===== src/rtl/iot_pkg.sv =====
// Shared types and constants for the IoT batch arbiter slice.
//   state_t       : arbiter FSM states
//   fn_t          : function codes understood by the data-filter core
//   BYTES_PER_PKT : packet length in bytes
//   chw()         : index width for an n-entry selection
package iot_pkg;

    typedef enum logic [1:0] {
        ARB      = 2'd0,
        STREAM   = 2'd1,
        WAIT_PKT = 2'd2,
        DONE     = 2'd3
    } state_t;

    typedef enum logic [2:0] {
        FN_RSVD  = 3'd0,
        FN_CODE1 = 3'd1,
        FN_CODE2 = 3'd2,
        FN_CODE3 = 3'd3,
        FN_CODE4 = 3'd4,
        FN_CODE5 = 3'd5,
        FN_CODE6 = 3'd6,
        FN_CODE7 = 3'd7
    } fn_t;

    localparam int BYTES_PER_PKT = 16;

    function automatic int chw(input int n);
        return $clog2(n);
    endfunction

endpackage


===== src/rtl/iot_rr_pick.sv =====
// Combinational rotating-priority picker.
//   req_i      : request vector, one bit per channel
//   ptr_last_i : last owner; the search starts at ptr_last_i+1 and wraps
//   gnt_idx_o  : index of the first requester found (0 when none)
//   any_o      : at least one request is present
module iot_rr_pick
    import iot_pkg::*;
#(
    parameter int N_CH = 4,
    parameter int CW   = chw(N_CH)
) (
    input  logic [N_CH-1:0] req_i,
    input  logic [CW-1:0]   ptr_last_i,
    output logic [CW-1:0]   gnt_idx_o,
    output logic            any_o
);

    // Walk from lowest to highest priority so the last hit, i.e. the
    // channel closest after ptr_last_i, is the one that sticks.
    always_comb begin
        // NOTE: every output gets a default before the loop so no latch is inferred.
        gnt_idx_o = '0;
        any_o     = 1'b0;
        for (int k = N_CH; k >= 1; k--) begin
            if (req_i[CW'((int'(ptr_last_i) + k) % N_CH)]) begin
                gnt_idx_o = CW'((int'(ptr_last_i) + k) % N_CH);
                any_o     = 1'b1;
            end
        end
    end

endmodule


===== src/rtl/iot_batch_arbiter.sv =====
// Round-robin batch sequencer in front of the IoT data-filter core.
// A channel owns the core for BATCH packets of 16 bytes, streamed as
// contiguous in_en bytes; core results are registered and tagged with the
// channel whose packet completed last. Stops after TOTAL_PKT packets.
//   clk, rst (sync, active-high)
//   cfg_fn_sel -> fn_sel   : function code, captured while rst is high
//   ch_pkt_rdy/ch_rd/ch_data : FWFT channel byte interface
//   in_en/iot_in/busy      : byte stream to the core
//   valid/iot_out -> res_* : tagged result capture
//   grant_ch, done         : status
module iot_batch_arbiter
    import iot_pkg::*;
#(
    parameter int N_CH      = 4,
    parameter int BATCH     = 8,
    parameter int TOTAL_PKT = 96
) (
    input  logic                  clk,
    input  logic                  rst,
    input  logic [2:0]            cfg_fn_sel,
    input  logic [N_CH-1:0]       ch_pkt_rdy,
    output logic [N_CH-1:0]       ch_rd,
    input  logic [N_CH*8-1:0]     ch_data,
    output logic                  in_en,
    output logic [7:0]            iot_in,
    output logic [2:0]            fn_sel,
    input  logic                  busy,
    input  logic                  valid,
    input  logic [127:0]          iot_out,
    output logic                  res_valid,
    output logic [127:0]          res_data,
    output logic [chw(N_CH)-1:0]  res_ch,
    output logic [chw(N_CH)-1:0]  grant_ch,
    output logic                  done
);

    localparam int              CW         = chw(N_CH);
    localparam int              BW         = $clog2(BATCH + 1);
    localparam logic [3:0]      LAST_BYTE  = 4'(BYTES_PER_PKT - 1);
    localparam logic [BW-1:0]   BATCH_LAST = BW'(BATCH - 1);
    localparam logic [6:0]      PKT_LAST   = 7'(TOTAL_PKT - 1);
    localparam logic [6:0]      PKT_MAX    = 7'(TOTAL_PKT);

    state_t          state_q, state_d;
    logic [CW-1:0]   grant_q, grant_d;
    logic [CW-1:0]   ptr_q, ptr_d;
    logic [CW-1:0]   tag_q, tag_d;
    logic [3:0]      byte_q, byte_d;
    logic [BW-1:0]   batch_q, batch_d;
    logic [6:0]      pkt_q, pkt_d;
    logic            in_en_q;
    logic [7:0]      iot_in_q;
    logic [2:0]      fn_sel_q;
    logic            res_valid_q;
    logic [127:0]    res_data_q;
    logic [CW-1:0]   res_ch_q;

    logic            issue;
    logic [7:0]      sel_byte;
    logic [CW-1:0]   pick_idx;
    logic            pick_any;

    iot_rr_pick #(.N_CH(N_CH), .CW(CW)) u_pick (
        .req_i      (ch_pkt_rdy),
        .ptr_last_i (ptr_q),
        .gnt_idx_o  (pick_idx),
        .any_o      (pick_any)
    );

    always_comb begin
        sel_byte = '0;
        for (int i = 0; i < N_CH; i++) begin
            if (grant_q == CW'(i)) sel_byte = ch_data[8*i +: 8];
        end
    end

    always_comb begin
        state_d = state_q;
        grant_d = grant_q;
        ptr_d   = ptr_q;
        tag_d   = tag_q;
        byte_d  = byte_q;
        batch_d = batch_q;
        pkt_d   = pkt_q;
        issue   = 1'b0;
        ch_rd   = '0;

        case (state_q)
            ARB: begin
                if (pick_any) begin
                    grant_d = pick_idx;
                    state_d = STREAM;
                end
            end
            STREAM: begin
                // busy is looked at before the byte goes out, so a byte
                // issued together with busy rising is still delivered.
                if (!busy) begin
                    issue  = 1'b1;
                    byte_d = byte_q + 4'd1;
                    if (byte_q == LAST_BYTE) begin
                        tag_d   = grant_q;
                        pkt_d   = (pkt_q == PKT_MAX) ? pkt_q : pkt_q + 7'd1;
                        batch_d = batch_q + BW'(1);
                        if (pkt_q == PKT_LAST) begin
                            state_d = DONE;
                        end else if (batch_q == BATCH_LAST) begin
                            batch_d = '0;
                            ptr_d   = grant_q;
                            state_d = ARB;
                        end else if (!ch_pkt_rdy[grant_q]) begin
                            state_d = WAIT_PKT;
                        end
                    end
                end
            end
            WAIT_PKT: begin
                if (ch_pkt_rdy[grant_q]) state_d = STREAM;
            end
            default: ;
        endcase

        if (issue) ch_rd[grant_q] = 1'b1;
    end

    always_ff @(posedge clk) begin
        // NOTE: state registers use non-blocking assignments so every flop
        // samples the pre-edge values regardless of statement order.
        if (rst) begin
            state_q     <= ARB;
            grant_q     <= '0;
            ptr_q       <= CW'(N_CH - 1);
            tag_q       <= '0;
            byte_q      <= '0;
            batch_q     <= '0;
            pkt_q       <= '0;
            in_en_q     <= 1'b0;
            iot_in_q    <= '0;
            fn_sel_q    <= cfg_fn_sel;
            res_valid_q <= 1'b0;
            res_data_q  <= '0;
            res_ch_q    <= '0;
        end else begin
            state_q     <= state_d;
            grant_q     <= grant_d;
            ptr_q       <= ptr_d;
            tag_q       <= tag_d;
            byte_q      <= byte_d;
            batch_q     <= batch_d;
            pkt_q       <= pkt_d;
            in_en_q     <= issue;
            if (issue) iot_in_q <= sel_byte;
            res_valid_q <= valid;
            res_data_q  <= iot_out;
            res_ch_q    <= tag_q;
        end
    end

    assign in_en     = in_en_q;
    assign iot_in    = iot_in_q;
    assign fn_sel    = fn_sel_q;
    assign res_valid = res_valid_q;
    assign res_data  = res_data_q;
    assign res_ch    = res_ch_q;
    assign grant_ch  = grant_q;
    assign done      = (state_q == DONE);

endmodule


===== config.mk =====
export PLATFORM = sky130hd
export DESIGN_NAME = iot_batch_arbiter
export DESIGN_NICKNAME = d
export VERILOG_FILES = /design/src/rtl/iot_pkg.sv /design/src/rtl/iot_rr_pick.sv /design/src/rtl/iot_batch_arbiter.sv
export SDC_FILE = /design/constraint.sdc
export NUM_CORES = 1
export LEC_CHECK = 0
export CAP_MARGIN = 20
export CORE_ASPECT_RATIO = 0.8
export CORE_MARGIN = 4
export CORE_UTILIZATION = 37
export DETAILED_ROUTE_END_ITERATION = 16
export HOLD_SLACK_MARGIN = 0.12
export PLACE_DENSITY = 0.78
export SETUP_SLACK_MARGIN = 0.15
export SLEW_MARGIN = 15
export SYNTH_ARGS = -nofsm -noshare
export SYNTH_HDL_FRONTEND = slang
export SYNTH_SLANG_ARGS = --single-unit
export TNS_END_PERCENT = 1

===== constraint.sdc =====
create_clock -name clk -period 2.2 [get_ports clk]
set_clock_uncertainty 0.2 [all_clocks]
set_input_delay 0.33 -clock clk [delete_from_list [all_inputs] [get_ports clk]]
set_output_delay 0.33 -clock clk [all_outputs]
set_load 0.03 [all_outputs]

==> results.json <==
{
  "h-tree-depth": 4,
  "num_rows": 38,
  "seq_power_share_pct": 43.6,
  "r2r_slack_ns": 0.25,
  "synthAdderAreaFrac_pct": 0.9368,
  "r2r_cells": 6,
  "synth.net_count": 653,
  "cts.reportedPaths.clkPinSlew_ns": 0.06,
  "synth-simple-area-share_pct": 22.95,
  "via_per_inst": 4.489,
  "fin_setup_tns_ns": 0,
  "max_freq_ghz": 0.4683,
  "muxShareOfSynthArea_pct": 4.965,
  "whs_ns": 0.2269,
  "rsz0062_at_grt": "true",
  "synth.avg_cell_area_um2": 11.18,
  "coreArea_um2": 13840,
  "hold_buffers": 0,
  "crit_chain": "or3b_4 > buf_12 > nor3_4 > buf_6",
  "crit_arrival_ns": 1.61,
  "ir_drop_v": 0.0005546,
  "hold_path.class": "in2reg",
  "routed-via-count": 4498,
  "synth_xor_area_share_pct": 1.311,
  "drt_iter0_markers": 184,
  "synthToLayoutAreaGrowth_pct": 77.05,
  "comb_power_share_pct": 16.5,
  "p_total_mw": 7.384,
  "port_buffers": 320,
  "r2r-start": "state_q[1]",
  "switching_power_mw": 1.794,
  "min_from": "rst",
  "antenna_found_initial": 0,
  "drc": 0,
  "slew-limit-headroom_pct": 57.87,
  "first_global_vias": 4701,
  "yosys_warnings": 0,
  "synthArstFlopShare_pct": 0,
  "drt-pass1-iter-count": 4,
  "start_util_pct": 38.61,
  "cp-end-kind": "output port",
  "layout_min_cycle_time_ns": 2.136,
  "grt_pass1_wl_um": 24670,
  "die_area_um2": 16440,
  "grt.total_usage_pct": 19.35,
  "worstReg2RegEnd": "pkt_q[5]",
  "setup_viol": 0,
  "synth_cells": 478,
  "tightest_slew_ns": 0.6320,
  "critPathKind": "reg2out",
  "startpoint_type": "flip-flop",
  "drt-wirelength-per-cell_um": 16.32,
  "numCtsBuffers": 17,
  "synth_ff_type": "dfxtp_1",
  "synth_top_family_by_area": "simple AND/OR/NAND/NOR gates",
  "status": "finished clean",
  "slew_viol_final": 0,
  "synth_seq_cells": 166,
  "clock_power_share_pct": 40.0,
  "min_to": "res_data[46]",
  "p_leak_nw": 3.611,
  "slowest_stage": "or3b_4",
  "ys_seq_area_share_pct": 62.76,
  "globalRouteOverflowTotal": 0,
  "synth-edff-count": 3,
  "min_path_cells": 2,
  "power.density_nw_per_um2": 780.6,
  "cp_max_fo": 8,
  "fillerInstances": 1028,
  "clock_sinks": 166,
  "place.gp.congestion": 0.7974,
  "ioPinCount": 321,
  "synthDistinctLibCells": 45,
  "required_ns": 1.67,
  "drive_gt1_share_pct": 9.002,
  "synth-compound-area-share_pct": 4.192,
  "hold_viol_final": 0,
  "wl_um": 16350,
  "final_util_pct": 68.37,
  "fp.dieW_um": 142.4,
  "max_cap_viol_count": 0,
  "antenna_cells": 0,
  "fin_nets": 984,
  "period_share_pct": 97.07,
  "cts_max_path_buffers": 2,
  "p_int_mw": 5.590,
  "dpl.hpwl_um": 12470,
  "slowest_delay_ns": 0.40,
  "netlist_area_um2": 5343,
  "cts_tree": "built",
  "ant_nets": 0,
  "clkLatencyLatePin_ns": 0.41,
  "die_h_um": 115.5,
  "cts_root_buffer": "clkbuf_16",
  "power.share.switching_pct": 24.29,
  "grt_max_degree": 60
}
## repair_timing
item,CTS,global route
endpoints found under the setup margin,7,4
pin swaps,0,1
setup buffers,0,5
gates resized for setup,7,10
## through the flow
step | worst slack, ns | instance area, um2 | std cells
floorplan | -0.0008169 | 5354 | 478
global placement | -0.06289 | 8778 | 965
detailed placement | -0.1403 | 8778 | 965
CTS | 0.01852 | 9382 | 997
global route | -0.006116 | 9459 | 1002
finish | 0.06449 | 9459 | 1002
## cell type report
class | count | area, um2 | share of cell area [%]
timing repair buffer | 339 | 3381 | 35.74
sequential | 166 | 3358 | 35.50
multi-input combinational | 276 | 1866 | 19.72
clock buffer | 22 | 474.2 | 5.013
tap | 180 | 225.2 | 2.381
clock inverter | 10 | 121.4 | 1.283
inverter | 9 | 33.78 | 0.3571
## state kept, by name, indices dropped and copies added (netlist names)
name	flops
tag_q	2
in_en	1
grant_ch	2
byte_q	4
res_data	128
res_valid	1
iot_in	8
ptr_q	2
fn_sel	3
pkt_q	7
state_q	2
batch_q	4
res_ch	2
## worst max-delay path by stage
stage | slack (ns) | end | from | depth (start not counted)
after global placement | -0.06 | state_q[1] | busy | 5
after floorplan | -0.0008 | ch_rd[2] | grant_ch[1] | 4
final | 0.06 | ch_rd[0] | state_q[1] | 4
after global routing | -0.006 | ch_rd[0] | state_q[1] | 4
after detailed placement | -0.14 | pkt_q[5] | busy | 6
after CTS | 0.02 | ch_rd[0] | state_q[1] | 4
## cells by family after synthesis
kind of cell | Yosys count
compound gates | 35
buf+inv | 36
mux | 16
fa+ha+maj | 4
xor+xnor | 8
flops | 166
simple gates | 213
## cell usage after synthesis (2+ instances only)
cell type | n | share of area [%]
a21oi_1 | 15 | 1.4
a31oi_1 | 3 | 0.35
and2_1 | 2 | 0.23
and3b_1 | 2 | 0.33
buf_1 | 3 | 0.21
buf_6 | 2 | 0.42
clkbuf_1 | 21 | 1.5
dfxtp_1 | 163 | 61
edfxtp_1 | 3 | 1.7
ha_1 | 4 | 0.94
inv_1 | 9 | 0.63
mux2_2 | 4 | 0.84
mux2i_1 | 4 | 0.75
mux4_2 | 8 | 3.4
nand2_1 | 28 | 2.0
nand2b_1 | 2 | 0.23
nand3_1 | 4 | 0.37
nand3b_1 | 4 | 0.56
nand4_1 | 4 | 0.47
nor2_1 | 18 | 1.3
nor2b_1 | 134 | 16
nor3_1 | 6 | 0.56
nor3b_1 | 2 | 0.28
o21ai_0 | 5 | 0.47
or3_1 | 2 | 0.23
xnor2_1 | 6 | 0.98
xor2_1 | 2 | 0.33
## cell usage in the layout, fill, tap and decap left out, types with 5 or more instances in the layout
cell type,count
inv_1,9
buf_4,18
dfxtp_1,161
xnor2_1,6
nor2_1,18
nand2_1,28
clkbuf_16,17
mux4_2,8
a21oi_1,15
clkdlybuf4s50_1,311
o21ai_0,5
nor2b_1,134
## critical path: cells and delay by family, from the launching register on
family                 cells  cell delay (ns)
and+or+nand+nor            2             0.53
DFF                        1             0.35
buffers and inverters      2             0.31
## per-layer routing
| metal | vias up | global-route usage (%) | wire (um) |
|---|---|---|---|
| li1 | 2213 | - | - |
| met1 | 2052 | 21.24 | 6098 |
| met2 | 216 | 33.86 | 8301 |
| met3 | 17 | 9.117 | 1664 |
| met4 | 0 | 5.383 | 285 |
| met5 | - | 0 | 0 |
## power groups by stage
stage	registers [mW]	logic, mW	clock network [mW]
global route	3.23	1.29	3.15
global placement	3.28	1.19	0
floorplan	3.57	0.253	0
detailed placement	3.28	1.20	0
CTS	3.22	1.21	3.02
finish	3.22	1.22	2.95
Power figures use the tool's default switching activity.
